File: src/rtl/ps2_pkg.sv
// ps2_pkg: shared constants and decoder state encoding for the PS/2 keyboard receiver.
// No ports; imported by ps2_rx and ps2_keyboard.
package ps2_pkg;

   localparam logic [7:0] PS2_BREAK = 8'hF0;
   localparam logic [7:0] PS2_EXT   = 8'hE0;
   localparam logic [7:0] KEY_NONE  = 8'h00;

   typedef enum logic [1:0] {
      StIdle,
      StBreak,
      StExt,
      StExtBreak
   } dec_state_e;

   // Odd parity: data bits plus parity bit must contain an odd number of ones.
   function automatic logic odd_parity_ok(input logic [7:0] data, input logic par);
      return ^{data, par};
   endfunction

endpackage

File: src/rtl/ps2_keyboard_if.sv
// ps2_keyboard_if: bundles the raw PS/2 lines and the decoded key outputs.
//   ps2_clk, ps2_data : raw PS/2 lines (driven by the keyboard side)
//   keys, key_state   : currently held make code and its held flag
//   code_valid        : one-cycle pulse when keys/key_state are written
//   frame_err         : one-cycle pulse on a discarded frame
// Modports: master = keyboard/host side, slave = decoder.
interface ps2_keyboard_if;

   logic       ps2_clk;
   logic       ps2_data;
   logic [7:0] keys;
   logic       key_state;
   logic       code_valid;
   logic       frame_err;

   modport master (
      output ps2_clk,
      output ps2_data,
      input  keys,
      input  key_state,
      input  code_valid,
      input  frame_err
   );

   modport slave (
      input  ps2_clk,
      input  ps2_data,
      output keys,
      output key_state,
      output code_valid,
      output frame_err
   );

endinterface

File: src/rtl/ps2_rx.sv
// ps2_rx: PS/2 frame receiver. Synchronizes and filters the raw lines, shifts in
// 11-bit frames on filtered falling edges, checks start/parity/stop, and abandons
// a partial frame after TIMEOUT_CYC idle cycles.
//   clk, rst      : system clock, async active-low reset
//   ps2_clk/data  : raw asynchronous PS/2 lines
//   data_byte     : received data byte (valid with byte_strobe)
//   byte_strobe   : one-cycle pulse on a good frame
//   frame_err     : one-cycle pulse on a bad frame
module ps2_rx
   import ps2_pkg::*;
#(
   parameter int unsigned FILTER_LEN  = 4,
   parameter int unsigned TIMEOUT_CYC = 25000
) (
   input  logic       clk,
   input  logic       rst,
   input  logic       ps2_clk,
   input  logic       ps2_data,
   output logic [7:0] data_byte,
   output logic       byte_strobe,
   output logic       frame_err
);

   localparam int unsigned FW = $clog2(FILTER_LEN + 1);
   localparam int unsigned TW = $clog2(TIMEOUT_CYC + 1);

   logic          clk_s1, clk_s2, data_s1, data_s2;
   logic          filt_level;
   logic [FW-1:0] filt_cnt;
   logic [3:0]    bit_cnt;
   logic [9:0]    shreg;
   logic [TW-1:0] to_cnt;
   logic          filt_done, fall, frame_ok;

   // filt_cnt counts consecutive samples that disagree with the filtered level.
   assign filt_done = (clk_s2 != filt_level) && (filt_cnt == FW'(FILTER_LEN - 1));
   assign fall      = filt_done && filt_level;
   // shreg[0]=start, shreg[8:1]=data, shreg[9]=parity; data_s2 is the stop bit.
   assign frame_ok  = !shreg[0] && data_s2 && odd_parity_ok(shreg[8:1], shreg[9]);

   always_ff @(posedge clk or negedge rst) begin
      if (!rst) begin
         clk_s1      <= 1'b1;
         clk_s2      <= 1'b1;
         data_s1     <= 1'b1;
         data_s2     <= 1'b1;
         filt_level  <= 1'b1;
         filt_cnt    <= '0;
         bit_cnt     <= '0;
         shreg       <= '0;
         to_cnt      <= '0;
         data_byte   <= '0;
         byte_strobe <= 1'b0;
         frame_err   <= 1'b0;
      end else begin
         byte_strobe <= 1'b0;
         frame_err   <= 1'b0;
         clk_s1      <= ps2_clk;
         clk_s2      <= clk_s1;
         data_s1     <= ps2_data;
         data_s2     <= data_s1;

         if (clk_s2 == filt_level) begin
            filt_cnt <= '0;
         end else if (filt_done) begin
            filt_level <= clk_s2;
            filt_cnt   <= '0;
         end else begin
            filt_cnt <= filt_cnt + FW'(1);
         end

         if (fall) begin
            to_cnt <= '0;
            if (bit_cnt == 4'd10) begin
               bit_cnt   <= '0;
               data_byte <= shreg[8:1];
               if (frame_ok) byte_strobe <= 1'b1;
               else          frame_err   <= 1'b1;
            end else begin
               shreg   <= {data_s2, shreg[9:1]};
               bit_cnt <= bit_cnt + 4'd1;
            end
         end else if (bit_cnt != 4'd0) begin
            // Silent abandon of a stalled partial frame.
            if (to_cnt == TW'(TIMEOUT_CYC - 1)) begin
               bit_cnt <= '0;
               to_cnt  <= '0;
            end else begin
               to_cnt <= to_cnt + TW'(1);
            end
         end else begin
            to_cnt <= '0;
         end
      end
   end

endmodule

File: src/rtl/ps2_keyboard.sv
// ps2_keyboard: PS/2 scan-set-2 keyboard decoder. Tracks the last pressed
// (non-extended) key; extended sequences are consumed without affecting outputs.
//   clk, rst : system clock, async active-low reset
//   bus      : ps2_keyboard_if.slave (raw PS/2 lines in, key state out)
module ps2_keyboard
   import ps2_pkg::*;
#(
   parameter int unsigned FILTER_LEN  = 4,
   parameter int unsigned TIMEOUT_CYC = 25000
) (
   input  logic            clk,
   input  logic            rst,
   ps2_keyboard_if.slave   bus
);

   logic [7:0] rx_byte;
   logic       rx_strobe, rx_err;
   dec_state_e state;
   logic [7:0] key_code;
   logic       held, valid_pulse, err_pulse;

   ps2_rx #(
      .FILTER_LEN  (FILTER_LEN),
      .TIMEOUT_CYC (TIMEOUT_CYC)
   ) u_rx (
      .clk         (clk),
      .rst         (rst),
      .ps2_clk     (bus.ps2_clk),
      .ps2_data    (bus.ps2_data),
      .data_byte   (rx_byte),
      .byte_strobe (rx_strobe),
      .frame_err   (rx_err)
   );

   // rx_strobe and rx_err are mutually exclusive, so the registered pulses are too.
   always_ff @(posedge clk or negedge rst) begin
      if (!rst) begin
         state       <= StIdle;
         key_code    <= KEY_NONE;
         held        <= 1'b0;
         valid_pulse <= 1'b0;
         err_pulse   <= 1'b0;
      end else begin
         valid_pulse <= 1'b0;
         err_pulse   <= rx_err;
         if (rx_strobe) begin
            case (state)
               StIdle: begin
                  if (rx_byte == PS2_BREAK) begin
                     state <= StBreak;
                  end else if (rx_byte == PS2_EXT) begin
                     state <= StExt;
                  end else begin
                     key_code    <= rx_byte;
                     held        <= 1'b1;
                     valid_pulse <= 1'b1;
                  end
               end
               StBreak: begin
                  // Release of a key other than the held one is ignored.
                  if (rx_byte == key_code) begin
                     key_code    <= KEY_NONE;
                     held        <= 1'b0;
                     valid_pulse <= 1'b1;
                  end
                  state <= StIdle;
               end
               StExt:      state <= (rx_byte == PS2_BREAK) ? StExtBreak : StIdle;
               StExtBreak: state <= StIdle;
               default:    state <= StIdle;
            endcase
         end
      end
   end

   assign bus.keys       = key_code;
   assign bus.key_state  = held;
   assign bus.code_valid = valid_pulse;
   assign bus.frame_err  = err_pulse;

endmodule

File: src/flat_wrapper.sv
// flat-port wrapper written by rule: the top's interface ports become plain ports
module ps2_keyboard_flat import ps2_pkg::*;
#(
   parameter int unsigned FILTER_LEN  = 4,
   parameter int unsigned TIMEOUT_CYC = 25000
)
  (clk, rst, bus_ps2_clk, bus_ps2_data, bus_keys, bus_key_state, bus_code_valid, bus_frame_err);
  ps2_keyboard_if bus_i ();
  input  logic clk;
  input  logic rst;
  input wire logic [$bits(bus_i.ps2_clk)-1:0] bus_ps2_clk;
  input wire logic [$bits(bus_i.ps2_data)-1:0] bus_ps2_data;
  output wire logic [$bits(bus_i.keys)-1:0] bus_keys;
  output wire logic [$bits(bus_i.key_state)-1:0] bus_key_state;
  output wire logic [$bits(bus_i.code_valid)-1:0] bus_code_valid;
  output wire logic [$bits(bus_i.frame_err)-1:0] bus_frame_err;
  assign bus_i.ps2_clk = bus_ps2_clk;
  assign bus_i.ps2_data = bus_ps2_data;
  assign bus_keys = bus_i.keys;
  assign bus_key_state = bus_i.key_state;
  assign bus_code_valid = bus_i.code_valid;
  assign bus_frame_err = bus_i.frame_err;
  ps2_keyboard #(.FILTER_LEN(FILTER_LEN), .TIMEOUT_CYC(TIMEOUT_CYC)) u_core (.clk(clk), .rst(rst), .bus(bus_i));
endmodule
File: config.mk
export PLATFORM = sky130hd
export DESIGN_NAME = ps2_keyboard_flat
export DESIGN_NICKNAME = d
export VERILOG_FILES = /design/src/rtl/ps2_pkg.sv /design/src/rtl/ps2_keyboard_if.sv /design/src/rtl/ps2_rx.sv /design/src/rtl/ps2_keyboard.sv /design/src/flat_wrapper.sv
export SDC_FILE = /design/constraint.sdc
export NUM_CORES = 1
export LEC_CHECK = 0
export ABC_AREA = 1
export CAP_MARGIN = 20
export CORE_UTILIZATION = 59
export CTS_CLUSTER_SIZE = 28
export DETAILED_ROUTE_END_ITERATION = 16
export PLACE_DENSITY = 0.76
export SLEW_MARGIN = 10
export SYNTH_ARGS = -nofsm -noshare
export SYNTH_HDL_FRONTEND = slang
export SYNTH_SLANG_ARGS = --single-unit
File: constraint.sdc
create_clock -name clk -period 1.6 [get_ports clk]
set_clock_uncertainty 0.1 [all_clocks]
set_input_delay 0.32 -clock clk [delete_from_list [all_inputs] [get_ports clk]]
set_output_delay 0.32 -clock clk [all_outputs]
set_load 0.02 [all_outputs]
; Word level (Yosys, flattened, before mapping)
; Index checks and enable logic that the tools add are counted.
[classes]
add_sub_neg = 3
eq_ne = 15
muxes = 32
bitwise = 2
reduce_logical = 18
[ops]
columns = cell, n
row1 = $mux 15, 3
row2 = $mux 8, 3
row3 = $eq 8x8->1 const B, 2
row4 = $mux 4, 4
row5 = $pmux 8 s2, 1
row6 = $add 15x1->15 const B, 1
row7 = $eq 15x15->1 const B, 1
row8 = $mux 1, 13
row9 = $reduce_and 2->1, 5
row10 = $reduce_xor 9->1, 1
row11 = $eq 8x8->1, 1
row12 = $mux 2, 3
row13 = $mux 3, 2
row14 = $pmux 2 s3, 1
row15 = $reduce_bool 2->1, 3
row16 = $reduce_and 5->1, 1
row17 = $add 4x1->4 const B, 1
row18 = $eq 2x2->1 const B, 2
row19 = $eq 4x4->1 const B, 1
row20 = $logic_and 1x1->1, 4
row21 = $ne 2x2->1 const B, 2
row22 = $pmux 1 s2, 2
row23 = $reduce_bool 4->1, 1
row24 = $add 3x1->3 const B, 1
row25 = 10 further kinds, 11
[word_totals]
ff_bits = 60
wordCells = 87

; Depth between registers and ports, before layout
; Gate-level depths: netlist (run 1).
[logic_depth]
depth_word = 6
depth_mapped = 11
mapped_depth_nobuf = 11

; By module
; From an unflattened synthesis (run 1), not the netlist that was laid out.
[unflattened]
hier_cells = 365
area_unflattened_um2 = 3016.6
[modules_own_cells]
columns = mod, instances, cells_each, area_per_inst_um2, seq_area_each_um2
row1 = ps2_rx, 1, 262, 2270.9, 1182.4
row2 = ps2_keyboard, 1, 103, 745.7, 325.3

; Worst setup path after synthesis (run 1)
; Ideal clock, no wire load.
[synth_path]
kind = register -> register
from = register u_core.u_rx.filt_cnt[0]
to = register u_core.u_rx.to_cnt[11]
setup_ns = 0.119
t_arrival_ns = 1.225
path_slack_ns = 0.156
path_stages_with_launch = 11
path_buffers = 1
period_less_slack_ns = 1.444
cell_sequence = dfrtp_1 > ha_1 > nand2_2 > nor2_2 > inv_4 > nand2_1 > inv_1 > nand2_2 > buf_6 > nor2_2 > o21a_1
[synth_via]
elab_chain_cells = 4
[synth_rtl]
columns = item, line
row1 = "start, declared", ps2_rx.sv:29  ; logic [FW-1:0] filt_cnt;
row2 = "start signal, assigned", ps2_rx.sv:69  ; filt_cnt <= filt_cnt + FW'(1);
row3 = $eq 3x2->1, ps2_rx.sv:36  ; assign filt_done = (clk_s2 != filt_level) && (filt_cnt == FW'(FILTER_LEN - 1));
row4 = $logic_and 1x1->1, ps2_rx.sv:36
row5 = $logic_and 1x1->1, ps2_rx.sv:37  ; assign fall = filt_done && filt_level;
row6 = $mux 15, ps2_rx.sv:72  ; if (fall) begin
row7 = "end signal, assigned", ps2_rx.sv:89  ; to_cnt <= to_cnt + TW'(1);
row8 = "end, declared", ps2_rx.sv:32  ; logic [TW-1:0] to_cnt;
; No other way between the ends.
; A chain may end at the register's enable or synchronous reset.

; Worst setup path after layout (run 1)
[layout_path]
from = register u_core.u_rx.to_cnt[0]
to = register u_core.u_rx.to_cnt[12]
[layout_via]
elab_chain_cells = 4
word_cells_on_any_way = 5
classes_between = 1 x add/sub / 1 x eq/ne / 3 x mux
[layout_rtl]
columns = item, line
row1 = $add 15x1->15 or $eq 15x15->1 (tied branches), "ps2_rx.sv:89, ps2_rx.sv:85"
row2 = $mux 15 *, ps2_rx.sv:85  ; if (to_cnt == TW'(TIMEOUT_CYC - 1)) begin
row3 = $mux 15 *, ps2_rx.sv:83  ; end else if (bit_cnt != 4'd0) begin
row4 = $mux 15 *, ps2_rx.sv:72
; Mark *: on every way between the ends. The rest lies on a longest branch, timed or not.

==> impl_metrics.toml, run 1 <==
[synth]
async_flop_share = 1.00
synth_cells = 353
synth_seq_area_share = 0.515
ys_warn_count = 0
ys.flop_type = "dfrtp_1"
postSynthAreaPerCell_um2 = 8.29
synth.distinct_cells = 32
synth_edf_count = 0
syn-num-nets = 362
syn-cell-area_um2 = 2930
synth_seq_cells = 60

[timing]
period_needed_ns = 1.57
slew_headroom = 0.711
rsz0062_at_grt = "yes"
timing.final.ws_setup_ns = 0.0271
tightest_slew_ns = 0.434
tns_ns = 0
max_freq_mhz = 636
min_period_over_period = 0.983
final_hold_viol_count = 0
setup_violations = 0
maxSlewViolCount = 0

[detailed_routing]
wl_um = 5910
viasPerCell = 5.04
first_pass_iters = 4
dr.first_iter.drc_count = 143
ant_nets = 0
drcViolationCount = 0
via_count = 2383
wl_per_cell_um = 12.5

[global_routing]
grt_max_degree = 30
use_met1 = 0.340
use_met3 = 0.0833
grt_first_pass_wirelength_um = 9770
grt_pass1_vias = 2174
antenna_found_initial = 0
met2_usage = 0.370
grt_usage = 0.245
top_usage_layer = "met2"
grt-ovfl-total = 0

[floorplanning]
die_area_um2 = 5250
die_h_um = 72.4
die_width_um = 72.4
ios = 15
num_rows = 25
initial_core_util = 0.616
core_um2 = 4750

[clocking]
cts_root_buf = "clkbuf_8"
cts_buffers = 9
cts_tree = "done"
clock_path_buffers = 2
htreeDepth = 3
clkLatencyLatePin_ns = 0.34
cts.clk_slew.worst_paths_ns = 0.07
cts_sinks = 60

[worst_setup_path]
cp_data_required_time_ns = 1.77
r2r_end = "u_core.u_rx.to_cnt[12]$_DFF_PN0_"
end_kind = "flip-flop"
critPathCapture = "u_core.u_rx.to_cnt[12]$_DFF_PN0_"
criticalPathCategory = "reg -> reg"
max_stage_delay_ns = 0.36
worst_setup_path_start_kind = "flip-flop"
ff2ff_setup_slack_ns = 0.03
crit-reg2reg-launch = "u_core.u_rx.to_cnt[0]$_DFF_PN0_"
cp_top_family = "simple AND/OR/NAND/NOR gates"
crit_start = "u_core.u_rx.to_cnt[0]$_DFF_PN0_"
ff2ff_path_depth = 9
cp_num_cells = 9
cp.arrival_ns = 1.74
worst-path-buf-inv = 1
cp_max_fo = 6
crit_chain = "ha_2 -> nand2_2 -> inv_2 -> nand3_4 -> nor3_4 -> nand3_2 -> nand2_1 -> nand2_1 -> nor2_1"
cp_common_cell = "nand2_1"
crit_path_top_delay_cell = "dfrtp_1"

[power_and_ir_drop]
total_leakage_power_nw = 1.78
total_power_mw = 3.82
vdd_drop_max_uv = 862
powerDensity_nw_per_um2 = 1050

[place]
dpl.hpwl_um = 3860
dpl_worst_slack_ns = -0.0285
place_congestion = 0.904
port_buffers = 14

[finish]
multi_input_area_um2 = 1270
area_growth_pct = 24.0
diodes = 0
drive_gt1_frac = 0.204
fin_nets = 410
fillCellCount = 345
seqCellArea_um2 = 1510

[job]
drv_cap = 0

[outcome]
status = "finished, final reports clean"

[worst_hold_path]
hp-class = "reg -> reg"
==> synthesized netlist by cell type (3+ instances only) <==
| master | n | share of area |
|---|---|---|
| a21oi_1 | 5 | 0.0085 |
| buf_2 | 3 | 0.0051 |
| dfrtp_1 | 55 | 0.47 |
| dfstp_2 | 5 | 0.045 |
| ha_1 | 5 | 0.021 |
| inv_1 | 41 | 0.053 |
| inv_2 | 5 | 0.0064 |
| nand2_1 | 90 | 0.12 |
| nand2_2 | 6 | 0.013 |
| nand3_1 | 22 | 0.038 |
| nand4_1 | 7 | 0.015 |
| nor2_1 | 41 | 0.053 |
| nor2_2 | 3 | 0.0064 |
| nor3_1 | 8 | 0.014 |
| nor3_2 | 3 | 0.010 |
| o21ai_0 | 24 | 0.041 |
| xnor2_1 | 11 | 0.033 |
==> area by class of cell <==
class	count	area share
Sequential cell	60	0.416
Multi-Input combinational cell	241	0.350
Timing Repair Buffer	42	0.102
Inverter	47	0.0493
Clock buffer	10	0.0352
Clock inverter	6	0.0245
Tap cell	67	0.0231
==> routing by layer <==
metal,part of all wire,wire length (um)
met3,0.042,247
met5,0,0
met2,0.46,2690
met4,0.0096,57
met1,0.49,2920
==> worst min path at each step <==
stage | start | end | slack, ns | cells past startpoint
floorplan | rst | u_core.bus.code_valid$_DFF_PN0_ | -0.08 | 0
global placement | rst | u_core.u_rx.bit_cnt[2]$_DFFE_PN0P_ | 0.17 | 1
detailed placement | rst | u_core.u_rx.bit_cnt[2]$_DFFE_PN0P_ | 0.17 | 1
CTS | u_core.u_rx.clk_s1$_DFF_PN1_ | u_core.u_rx.clk_s2$_DFF_PN1_ | 0.26 | 0
global route | u_core.u_rx.clk_s1$_DFF_PN1_ | u_core.u_rx.clk_s2$_DFF_PN1_ | 0.26 | 0
finish | u_core.u_rx.clk_s1$_DFF_PN1_ | u_core.u_rx.clk_s2$_DFF_PN1_ | 0.26 | 0
==> worst reg2reg max path: cells and delay by family (launching register included) <==
kind	cells	cell delay (ns)
adders and majority gates	1	0.19
DFF	1	0.36
and+or+nand+nor	7	0.76
buffers and inverters	1	0.09
==> per-stage QoR <==
stage          hold WS (ns)  cell area (um^2)  utilization  std cells
6_report              0.260              3630        0.763        473
5_1_grt               0.263              3630        0.763        473
4_1_cts               0.262              3520        0.739        463
3_5_place_dp          0.174              3250        0.684        442
3_3_place_gp          0.172              3250        0.684        442
2_1_floorplan       -0.0756              2930            -        353
==> power breakdown <==
group | internal (mW) | switching, mW
clock network | 0.876 | 0.599
logic | 0.270 | 0.387
registers | 1.63 | 0.0622
==> cell families after synthesis <==
group | share of synthesized area
compound gates | 0.0641
simple gates | 0.289
fa+ha+maj | 0.0214
flops | 0.515
buf+inv | 0.0714
xor+xnor | 0.0389
==> repair_timing <==
item | 4_1_cts | 5_1_grt
setup buffers | 4 | 10
gates resized for setup | 16 | 13
endpoints found under the setup margin | 15 | 27
pin swaps | 1 | 13
hold buffers | 1 | 0
hold endpoints to repair | 12 | 0
==> state kept, by name, summed over array words and instances, names as in the netlist <==
register                 count
u_core.u_rx.frame_err        1
u_core.bus.key_state         1
u_core.u_rx.data_byte        8
u_core.u_rx.filt_level       1
u_core.u_rx.clk_s2           1
u_core.state                 2
u_core.bus.keys              8
u_core.u_rx.bit_cnt          4
u_core.bus.frame_err         1
u_core.u_rx.byte_strobe      1
u_core.u_rx.data_s2          1
u_core.u_rx.shreg           10
u_core.bus.code_valid        1
u_core.u_rx.clk_s1           1
u_core.u_rx.to_cnt          15
u_core.u_rx.data_s1          1
u_core.u_rx.filt_cnt         3
==> layout by cell type (no fill, tap or decap), types with 5 or more instances in the layout <==
master / netlist / routed
buf_4: 0 / 24
nor2_1: 41 / 39
dfrtp_1: 55 / 54
clkbuf_8: 0 / 9
a21oi_1: 5 / 5
nand3_1: 22 / 20
xnor2_1: 11 / 10
dlygate4sd2_1: 0 / 11
o21ai_0: 24 / 23
dfstp_2: 5 / 5
nand2_1: 90 / 89
inv_2: 5 / 7
nand4_1: 7 / 7
nor3_1: 8 / 8
inv_1: 41 / 39
Note: power is estimated with default switching activity, not from simulation.
==> run 2, diff against run 1 <==
--- a/config.mk
+++ b/config.mk
@@ -8,6 +8,7 @@
 export ABC_AREA = 1
 export CAP_MARGIN = 20
 export CORE_UTILIZATION = 59
+export CTS_CLUSTER_DIAMETER = 60
 export CTS_CLUSTER_SIZE = 28
 export DETAILED_ROUTE_END_ITERATION = 16
 export PLACE_DENSITY = 0.76
==> results of run 2 <==
The final DEF is identical to that of run 1; final timing and power are the same.
==> run 3, diff against run 2 <==
--- a/config.mk
+++ b/config.mk
@@ -11,6 +11,7 @@
 export CTS_CLUSTER_DIAMETER = 60
 export CTS_CLUSTER_SIZE = 28
 export DETAILED_ROUTE_END_ITERATION = 16
+export GPL_ROUTABILITY_DRIVEN = 0
 export PLACE_DENSITY = 0.76
 export SLEW_MARGIN = 10
 export SYNTH_ARGS = -nofsm -noshare
==> results of run 3 <==
The final DEF is identical to that of run 1; final timing and power are the same.
==> RTL change: new RTL, settings of run 3 <==
`FILTER_LEN` is set to 4 in 3 places; all go to 8.
--- a/src/rtl/ps2_rx.sv
+++ b/src/rtl/ps2_rx.sv
@@ -11,3 +11,3 @@
 #(
-   parameter int unsigned FILTER_LEN  = 4,
+   parameter int unsigned FILTER_LEN  = 8,
    parameter int unsigned TIMEOUT_CYC = 25000
--- a/src/rtl/ps2_keyboard.sv
+++ b/src/rtl/ps2_keyboard.sv
@@ -7,3 +7,3 @@
 #(
-   parameter int unsigned FILTER_LEN  = 4,
+   parameter int unsigned FILTER_LEN  = 8,
    parameter int unsigned TIMEOUT_CYC = 25000
--- a/src/flat_wrapper.sv
+++ b/src/flat_wrapper.sv
@@ -3,3 +3,3 @@
 #(
-   parameter int unsigned FILTER_LEN  = 4,
+   parameter int unsigned FILTER_LEN  = 8,
    parameter int unsigned TIMEOUT_CYC = 25000
Check against the original RTL: same outputs for any inputs over 10 cycles, from zero or initial values and one cycle with rst low; that may be too few to reach the edited logic, so the function may still have changed.
==> RTL change against run 3 <==
  * Final area rose by 1.5%
  * Sequential cell count is 1 higher
  * Routed wire length shrank 0.63%
  * Via count grew 3.1%
  * Global-route usage barely moved
  * Worst setup slack got worse by 0.017 ns
  * Sequential share of layout area rose by 0.058 points
  * Synthesized area is 1.9% higher
  * Critical endpoint is now u_core.u_rx.shreg[0]$_DFFE_PN0P_
  * Highest routed layer unchanged
Power is not compared: it rests on default switching activity, and its combinational part moved more than twofold at a synthesized area within 25%.
==> RTL change: results (changes against run 3) <==
| Metric | Value |
|---|---|
| Wire length per cell | `12.1 um (-3.1%)` |
| Outcome | `finished, final reports clean` |
| Worst reg2reg setup slack | `0.01 ns (-0.02 ns)` |
| Placed cell areas | `3340 um^2 (+2.8%)` |
| Worst Setup SP | `u_core.u_rx.filt_level$_DFFE_PN1P_` |
| Final std cells w/o fill | `485 (+2.5%)` |
| Final period utilization | `99.3% (+1.0 points)` |
| Starting DRT DRC Count | `141 (-1.4%)` |
| Global Route Usage Sum | `24.5% (about the same)` |
| Vias | `2458 (+3.1%)` |
| Most frequent cells after synthesis | `nand2_1, dfrtp_1, nor2_1, inv_1, nand3_1` |
| RR Startpoint | `u_core.u_rx.filt_level$_DFFE_PN1P_` |
| Slew HR | `78.0% (+6.9 points)` |
| Worst R2R Path Depth | `6 (-3)` |
| Pre-CTS worst setup slack | `-0.0883 ns (-0.0598 ns)` |
| Largest net degree at the start of global routing | `62 (+110%)` |
| Post-Syn Nets | `375 (+3.6%)` |
| Number of global-route vias before repair | `2280 (+4.9%)` |
| CP Max Fanout | `22 (+16)` |
| Post-DP HPWL | `3980 um (+3.2%)` |
| Crit path DAT | `1.71 ns (-0.03 ns)` |
| Placed Instances | `461 (+4.3%)` |
| Layout cells sized above 1 | `19.9% (-0.59 points)` |
| Gate Count Post-Synth | `366 (+3.7%)` |
| Setup crit end | `u_core.u_rx.shreg[0]$_DFFE_PN0P_` |
[RTL change: area by class of cell]
class	instances	area, um^2
fill	355	1100
clock buffer	14	153
inverter	45	169
sequential	61	1530
tap	67	83.8
timing repair buffer	39	357
clock inverter	2	10.0
multi-input combinational	257	1380
[RTL change: worst min-delay path by stage]
stage	to	slack, ns	cells after the start
floorplan	u_core.bus.code_valid$_DFF_PN0_	-0.08	0
global placement	u_core.u_rx.filt_cnt[2]$_DFF_PN0_	0.25	2
detailed placement	u_core.u_rx.filt_cnt[1]$_DFF_PN0_	0.25	2
CTS	u_core.u_rx.data_s2$_DFF_PN1_	0.26	0
global route	u_core.u_rx.data_s2$_DFF_PN1_	0.26	0
finish	u_core.u_rx.data_s2$_DFF_PN1_	0.26	0
[RTL change: layer usage]
layer	global-route usage (%)	routed length [um]	up-vias
met1	32.3	2750	1160
li1	-	-	1246
met5	0	0	-
met2	39.1	2840	43
met4	11.1	98	0
met3	4.97	182	9
[RTL change: critical path: stages (launching register included)]
cell     delay, ns
dfstp_2       0.61
xor2_4        0.19
nand3_4       0.14
nor2_4        0.13
buf_12        0.15
nand2_1       0.05
o21a_1        0.10
[RTL change: repair_timing]
item,CTS,global route
pin swaps,2,11
hold buffers,1,0
setup endpoints to repair,43,33
buffers inserted,1,6
endpoints found under the hold margin,56,0
gates resized for setup,21,24
[RTL change: where the power goes]
part	switching, uW	internal [uW]	total [uW]	leakage (uW)
Clock	545	601	1150	0.0000844
Combinational	115	116	230	0.000891
Sequential	53.0	1600	1660	0.000831
[RTL change: cells by family after synthesis]
kind of cell | synth area share, %
multiplexers | 0.377
adder cells (fa/ha/maj) | 2.10
buffers and inverters | 6.46
flip-flops | 51.4
XOR/XNOR | 4.07
AO/OA/AOI/OAI | 6.63
AND/OR/NAND/NOR | 29.0
